File: src/rtl/tapa_ctrl_fsm_n.sv
// Top-level controller for a task-parallel kernel: launches N_TASKS child tasks
// for a number of rounds, broadcasts latched scalars, and raises ap_done once.
module tapa_ctrl_fsm_n #(
  parameter int unsigned          N_TASKS     = 3,
  parameter int unsigned          SCALAR_W    = 64,
  parameter int unsigned          N_SCALARS   = 3,
  parameter logic [N_TASKS-1:0]   DETACH_MASK = '0,
  parameter int unsigned          DONE_DELAY  = 0
) (
  input  logic                            ap_clk,
  input  logic                            ap_rst_n,
  input  logic                            ap_start,
  output logic                            ap_ready,
  output logic                            ap_done,
  output logic                            ap_idle,
  input  logic [15:0]                     iter_count,
  input  logic [N_SCALARS*SCALAR_W-1:0]   scalars,
  output logic [N_SCALARS*SCALAR_W-1:0]   child_scalars,
  output logic [15:0]                     cur_iter,
  output logic [N_TASKS-1:0]              child_ap_start,
  input  logic [N_TASKS-1:0]              child_ap_ready,
  input  logic [N_TASKS-1:0]              child_ap_done,
  input  logic [N_TASKS-1:0]              child_ap_idle
);

  localparam int unsigned ITER_W  = 16;
  localparam int unsigned DRAIN_W = 8;

  typedef enum logic [2:0] {
    T_IDLE,
    T_RUN,
    T_GAP,
    T_DRAIN,
    T_DONE
  } top_state_t;

  typedef enum logic [1:0] {
    C_IDLE,
    C_START,
    C_WAIT,
    C_DONE
  } child_state_t;

  top_state_t          top_state;
  child_state_t        child_state [N_TASKS];
  logic [ITER_W-1:0]   iter_lat;
  logic [DRAIN_W-1:0]  drain_cnt;

  logic launch_c;
  logic round0_c;
  logic clear_c;
  logic all_done_c;
  logic more_rounds_c;

  // Child idle is observation-only; it never steers a transition.
  logic unused_child_idle;
  assign unused_child_idle = ^child_ap_idle;

  // Round completes when every attached task has reported done.
  always_comb begin
    all_done_c = 1'b1;
    for (int i = 0; i < int'(N_TASKS); i++) begin
      if (!DETACH_MASK[i] && (child_state[i] != C_DONE)) all_done_c = 1'b0;
    end
  end

  assign round0_c      = (top_state == T_IDLE);
  assign launch_c      = ((top_state == T_IDLE) && ap_start) || (top_state == T_GAP);
  assign clear_c       = (top_state == T_RUN) && all_done_c;
  assign more_rounds_c = ({1'b0, cur_iter} + 17'd1) < {1'b0, iter_lat};

  // Top-level sequencer: rounds, drain delay and the ap_done/ap_ready pulse.
  always_ff @(posedge ap_clk or negedge ap_rst_n) begin
    if (!ap_rst_n) begin
      top_state     <= T_IDLE;
      ap_idle       <= 1'b1;
      ap_done       <= 1'b0;
      ap_ready      <= 1'b0;
      iter_lat      <= '0;
      cur_iter      <= '0;
      drain_cnt     <= '0;
      child_scalars <= '0;
    end else begin
      case (top_state)
        T_IDLE: begin
          if (ap_start) begin
            child_scalars <= scalars;
            iter_lat      <= (iter_count == '0) ? ITER_W'(1) : iter_count;
            cur_iter      <= '0;
            ap_idle       <= 1'b0;
            top_state     <= T_RUN;
          end
        end
        T_RUN: begin
          if (all_done_c) begin
            if (more_rounds_c) begin
              cur_iter  <= cur_iter + ITER_W'(1);
              top_state <= T_GAP;
            end else begin
              drain_cnt <= DRAIN_W'(DONE_DELAY);
              top_state <= T_DRAIN;
            end
          end
        end
        T_GAP: top_state <= T_RUN;
        T_DRAIN: begin
          if (drain_cnt == '0) begin
            ap_done   <= 1'b1;
            ap_ready  <= 1'b1;
            top_state <= T_DONE;
          end else begin
            drain_cnt <= drain_cnt - DRAIN_W'(1);
          end
        end
        T_DONE: begin
          ap_done   <= 1'b0;
          ap_ready  <= 1'b0;
          ap_idle   <= 1'b1;
          top_state <= T_IDLE;
        end
        default: begin
          ap_done   <= 1'b0;
          ap_ready  <= 1'b0;
          ap_idle   <= 1'b1;
          top_state <= T_IDLE;
        end
      endcase
    end
  end

  // Per-task handshake; detached tasks are fire-and-forget after round 0.
  always_ff @(posedge ap_clk or negedge ap_rst_n) begin
    if (!ap_rst_n) begin
      child_ap_start <= '0;
      for (int i = 0; i < int'(N_TASKS); i++) child_state[i] <= C_IDLE;
    end else begin
      for (int i = 0; i < int'(N_TASKS); i++) begin
        case (child_state[i])
          C_IDLE: begin
            if (launch_c && (!DETACH_MASK[i] || round0_c)) begin
              child_ap_start[i] <= 1'b1;
              child_state[i]    <= C_START;
            end
          end
          C_START: begin
            if (child_ap_ready[i]) begin
              child_ap_start[i] <= 1'b0;
              if (DETACH_MASK[i])        child_state[i] <= C_IDLE;
              else if (child_ap_done[i]) child_state[i] <= C_DONE;
              else                       child_state[i] <= C_WAIT;
            end
          end
          C_WAIT: begin
            if (child_ap_done[i]) child_state[i] <= C_DONE;
          end
          C_DONE: begin
            if (clear_c) child_state[i] <= C_IDLE;
          end
          default: begin
            child_ap_start[i] <= 1'b0;
            child_state[i]    <= C_IDLE;
          end
        endcase
      end
    end
  end

endmodule
File: config.mk
export PLATFORM = sky130hd
export DESIGN_NAME = tapa_ctrl_fsm_n
export DESIGN_NICKNAME = d
export VERILOG_FILES = /design/src/rtl/tapa_ctrl_fsm_n.sv
export SDC_FILE = /design/constraint.sdc
export NUM_CORES = 1
export LEC_CHECK = 0
export CORE_MARGIN = 5
export CORE_UTILIZATION = 40
export CTS_BUF_LIST = sky130_fd_sc_hd__clkbuf_2
export CTS_CLUSTER_DIAMETER = 50
export DETAILED_ROUTE_END_ITERATION = 10
export GPL_TIMING_DRIVEN = 0
export PLACE_DENSITY = 0.75
export SETUP_SLACK_MARGIN = 0.2
export SYNTH_ARGS = -nofsm -noshare
export SYNTH_HDL_FRONTEND = slang
export SYNTH_SLANG_ARGS = --single-unit
File: constraint.sdc
create_clock -name ap_clk -period 4.22 [get_ports ap_clk]
set_input_delay 0.844 -clock ap_clk [delete_from_list [all_inputs] [get_ports ap_clk]]
set_output_delay 0.844 -clock ap_clk [all_outputs]
set_load 0.02 [all_outputs]
==> run metrics <==
post-CTS setup buffers=0; critical path type=reg -> reg; unrepaired setup endpoints after global routing=no; EDFF count, synth=0; Nets=1950; normalized max-slew margin=50.0%; achievable frequency=279 MHz; CP startpoint=cur_iter[0]; RR Endpoint=cur_iter[4]; Seq cells post-synth=about 250; Leak Pwr=7.93 nW; H-tree depth=3; YS warnings=0; drt drc=0; worst skew pair latency=0.80 ns; ANT nets after route=0; CP Launch Type=flop; fin crit period=3.59 ns; Routed wire per std cell=17.7 um; CP cell instances=ha_1, and3_1, buf_2, nand2_1, nor2_1, xnor2_1, inv_1, ha_1, a21oi_1, o22ai_1, a2111oi_4, a21oi_2, o31a_1, a221o_1; maximum VDD drop=0.000425 V; CP Depth=14; First-pass DRT Iterations=8; vias in the first global route=10600; Max Cap Viol=0; global-route wire length before repair=58400 um; most used cell, CP=ha_1; DP Cell Count=between 1500 and 2000; commonest non-fill, non-tap cell in the layout=nand2_1; largest net degree at the start of global routing=about 100; R2R depth=14; Worst Hold Class=reg -> reg; Post-Place Setup Slack=0.691 ns; number of core rows=59; critical path arrival=4.27 ns; Critical Path Sink=cur_iter[4]; Final Setup Violations=0; R2R setup slack=about 0.63 ns; status=complete, no violations; Port-buffer cells=430; crit-path max cell delay=0.47 ns; clk slew on worst S/H paths=around 0.090 ns; Crit. End Element=flop; CTS resizes=0; Initial DRC Count=between 500 and 600; chip height=173 um; global-route usage over all layers=24.3%; clock root buffer=clkbuf_2; max-slew violations=0; Final Instance Count excl. Fillers=between 2000 and 2500; Critical R2R Launch=cur_iter[0]; initial cell density of the core=approximately two fifths; CTS Hold Bufs=1; Slew @ Worst Pin=0.750 ns; dpl hpwl=~29000 um; GRT overflow=0; drt total wl=36900 um; Pwr Density=~700 nW/um^2; Seq/Total Area, Yosys=58.1%; CTS tree=built; I/O pin total=434; Num CTS Buffers=69; Fin. Hold Viols=0; ys async rst share=100%; Syn Nets=1446; worst path required time=4.90 ns; P&R area growth vs syn=51.1%; die area=29900 um^2; mean post-synth cell area=8.88 um^2; Max Root-Sink Buffers=3; Die W=173 um; Final period util=~85%; proportion of layout cells with a drive suffix above 1=8.27%; post-synth cell types=58; Via density=4.86; CP max FO=8; Fillers=about 2200; most frequent cells in the layout=631 x nand2_1, 429 x clkdlybuf4s50_1, 245 x dfrtp_1; Post-synth top flop=dfrtp_1; final setup margin=0.630 ns; CTS Sinks=246; DR vias=around 10000; core area=between 20000 and 30000 um^2; mapped cell area=10600 um^2; initial antenna violation count=5; WP buf/inv=2; clk_skew=0.0695 ns; family with the most delay on the worst path=compound AO/OA/AOI/OAI gates; Worst path slowest cell=dfrtp_1; Cells after Synth=1194; Routability Congestion=0.882
==> how the worst min path moves through the flow <==
stage	slack (ns)	cells past startpoint	to	startpoint
finish	0.48	2	child_scalars[2]	child_scalars[2]
global route	0.44	3	child_scalars[86]	scalars[86]
CTS	0.46	3	child_scalars[65]	scalars[65]
detailed placement	0.46	2	child_scalars[161]	child_scalars[161]
global placement	0.46	2	child_scalars[73]	child_scalars[73]
floorplan	0.45	2	iter_lat[0]	iter_lat[0]
==> metrics by stage <==
| step | hold WS (ns) | instance area [um^2] | total power, mW | util (%) | TNS, ns |
|---|---|---|---|---|---|
| after floorplan | 0.450 | 10600 | 6.73 | - | 0 |
| after global placement | 0.456 | 15300 | 9.37 | 58.8 | -2070.99 |
| after detailed placement | 0.461 | 15400 | 9.55 | 59.0 | 0 |
| after CTS | 0.462 | 16000 | 11.3 | 61.4 | 0 |
| after global routing | 0.438 | 16000 | 12.0 | 61.5 | 0 |
| final | 0.479 | 16000 | 11.2 | 61.5 | 0 |
==> per-layer routing <==
layer  global-route usage (%)  wire, um  share of wire [%]  vias up
met5                        0         0                  0        -
met4                     9.89      1330                3.6        0
met3                     9.08      3100                8.4       84
met2                     41.8     18700                 51      392
met1                     27.3     13800                 37     4775
li1                         -         -                  -     4867
==> worst min-delay path: cells and delay by family, from the launching register on <==
family / cells / cell delay (ns)
DFF: 1 / 0.35
and+or+nand+nor: 2 / 0.10
==> sequential cells by signal (all words and copies together), names as in the netlist <==
signal          flops
child_scalars     192
child_ap_start      3
ap_done             1
top_state           3
drain_cnt           8
cur_iter           16
ap_idle             1
iter_lat           16
child_state         6
==> cell families (layout without fill, tap and decap cells) <==
logic type / Yosys count / count (layout) / synth area share, %
AO/OA/AOI/OAI: 101 / 101 / 6.89
flip-flops: 246 / 246 / 58.1
XOR/XNOR: 12 / 12 / 0.991
other: 0 / 5 / 0
buffers and inverters: 90 / 637 / 3.49
adder cells (fa/ha/maj): 32 / 32 / 3.78
multiplexers: 4 / 4 / 0.413
AND/OR/NAND/NOR: 709 / 709 / 26.4
==> synthesized netlist by cell type (2+ instances only) <==
cell type  number  share of area (%)
dfrtp_1       245                 58
o22ai_1         8               0.47
and3_1          6               0.35
nand4_1         6               0.35
o311ai_0        3               0.25
nor3_1          6               0.28
or2_1           2               0.12
nor4b_1         2               0.17
nor4_1          6               0.35
a211o_1         3               0.25
a221o_1         6               0.57
or3_1           6               0.35
a21o_1          5               0.35
nor2_1         26               0.92
nand3_1         6               0.28
o21ai_0        24                1.1
and4_1          2               0.17
inv_1          34                1.2
a31oi_1         2               0.12
o31a_1          2               0.17
xnor2_1         9               0.74
o21bai_1        2               0.14
buf_2          23                1.1
o41ai_1         2               0.17
nand2b_1        4               0.24
a211oi_1        6               0.42
ha_1           32                3.8
a22o_1          4               0.33
nand2_1       631                 22
o311ai_1        4               0.33
o211ai_1        2               0.14
mux2_1          3               0.32
xor2_1          3               0.25
clkbuf_1       31                1.1
o21a_1          2               0.14
a21oi_1        14               0.66
==> final cells by class <==
class | count | area [um^2] | share of cell area [%]
diodes | 5 | 12.5 | 0.0781
flip-flops and latches | 246 | 6160 | 38.4
multi-input cells | 858 | 4080 | 25.4
clock inverters | 11 | 93.8 | 0.586
repair buffers | 433 | 4370 | 27.3
well taps | 335 | 419 | 2.62
inverters | 35 | 131 | 0.820
clock buffers | 103 | 515 | 3.22
plain buffers | 55 | 239 | 1.49
==> power by group <==
group          internal [mW]  switching (mW)  total, mW
Combinational           2.44            3.05       5.49
Sequential              3.38           0.601       3.98
Clock                  0.758           0.995       1.75
Total                   6.57            4.65       11.2
(Power assumes the default switching activity.)
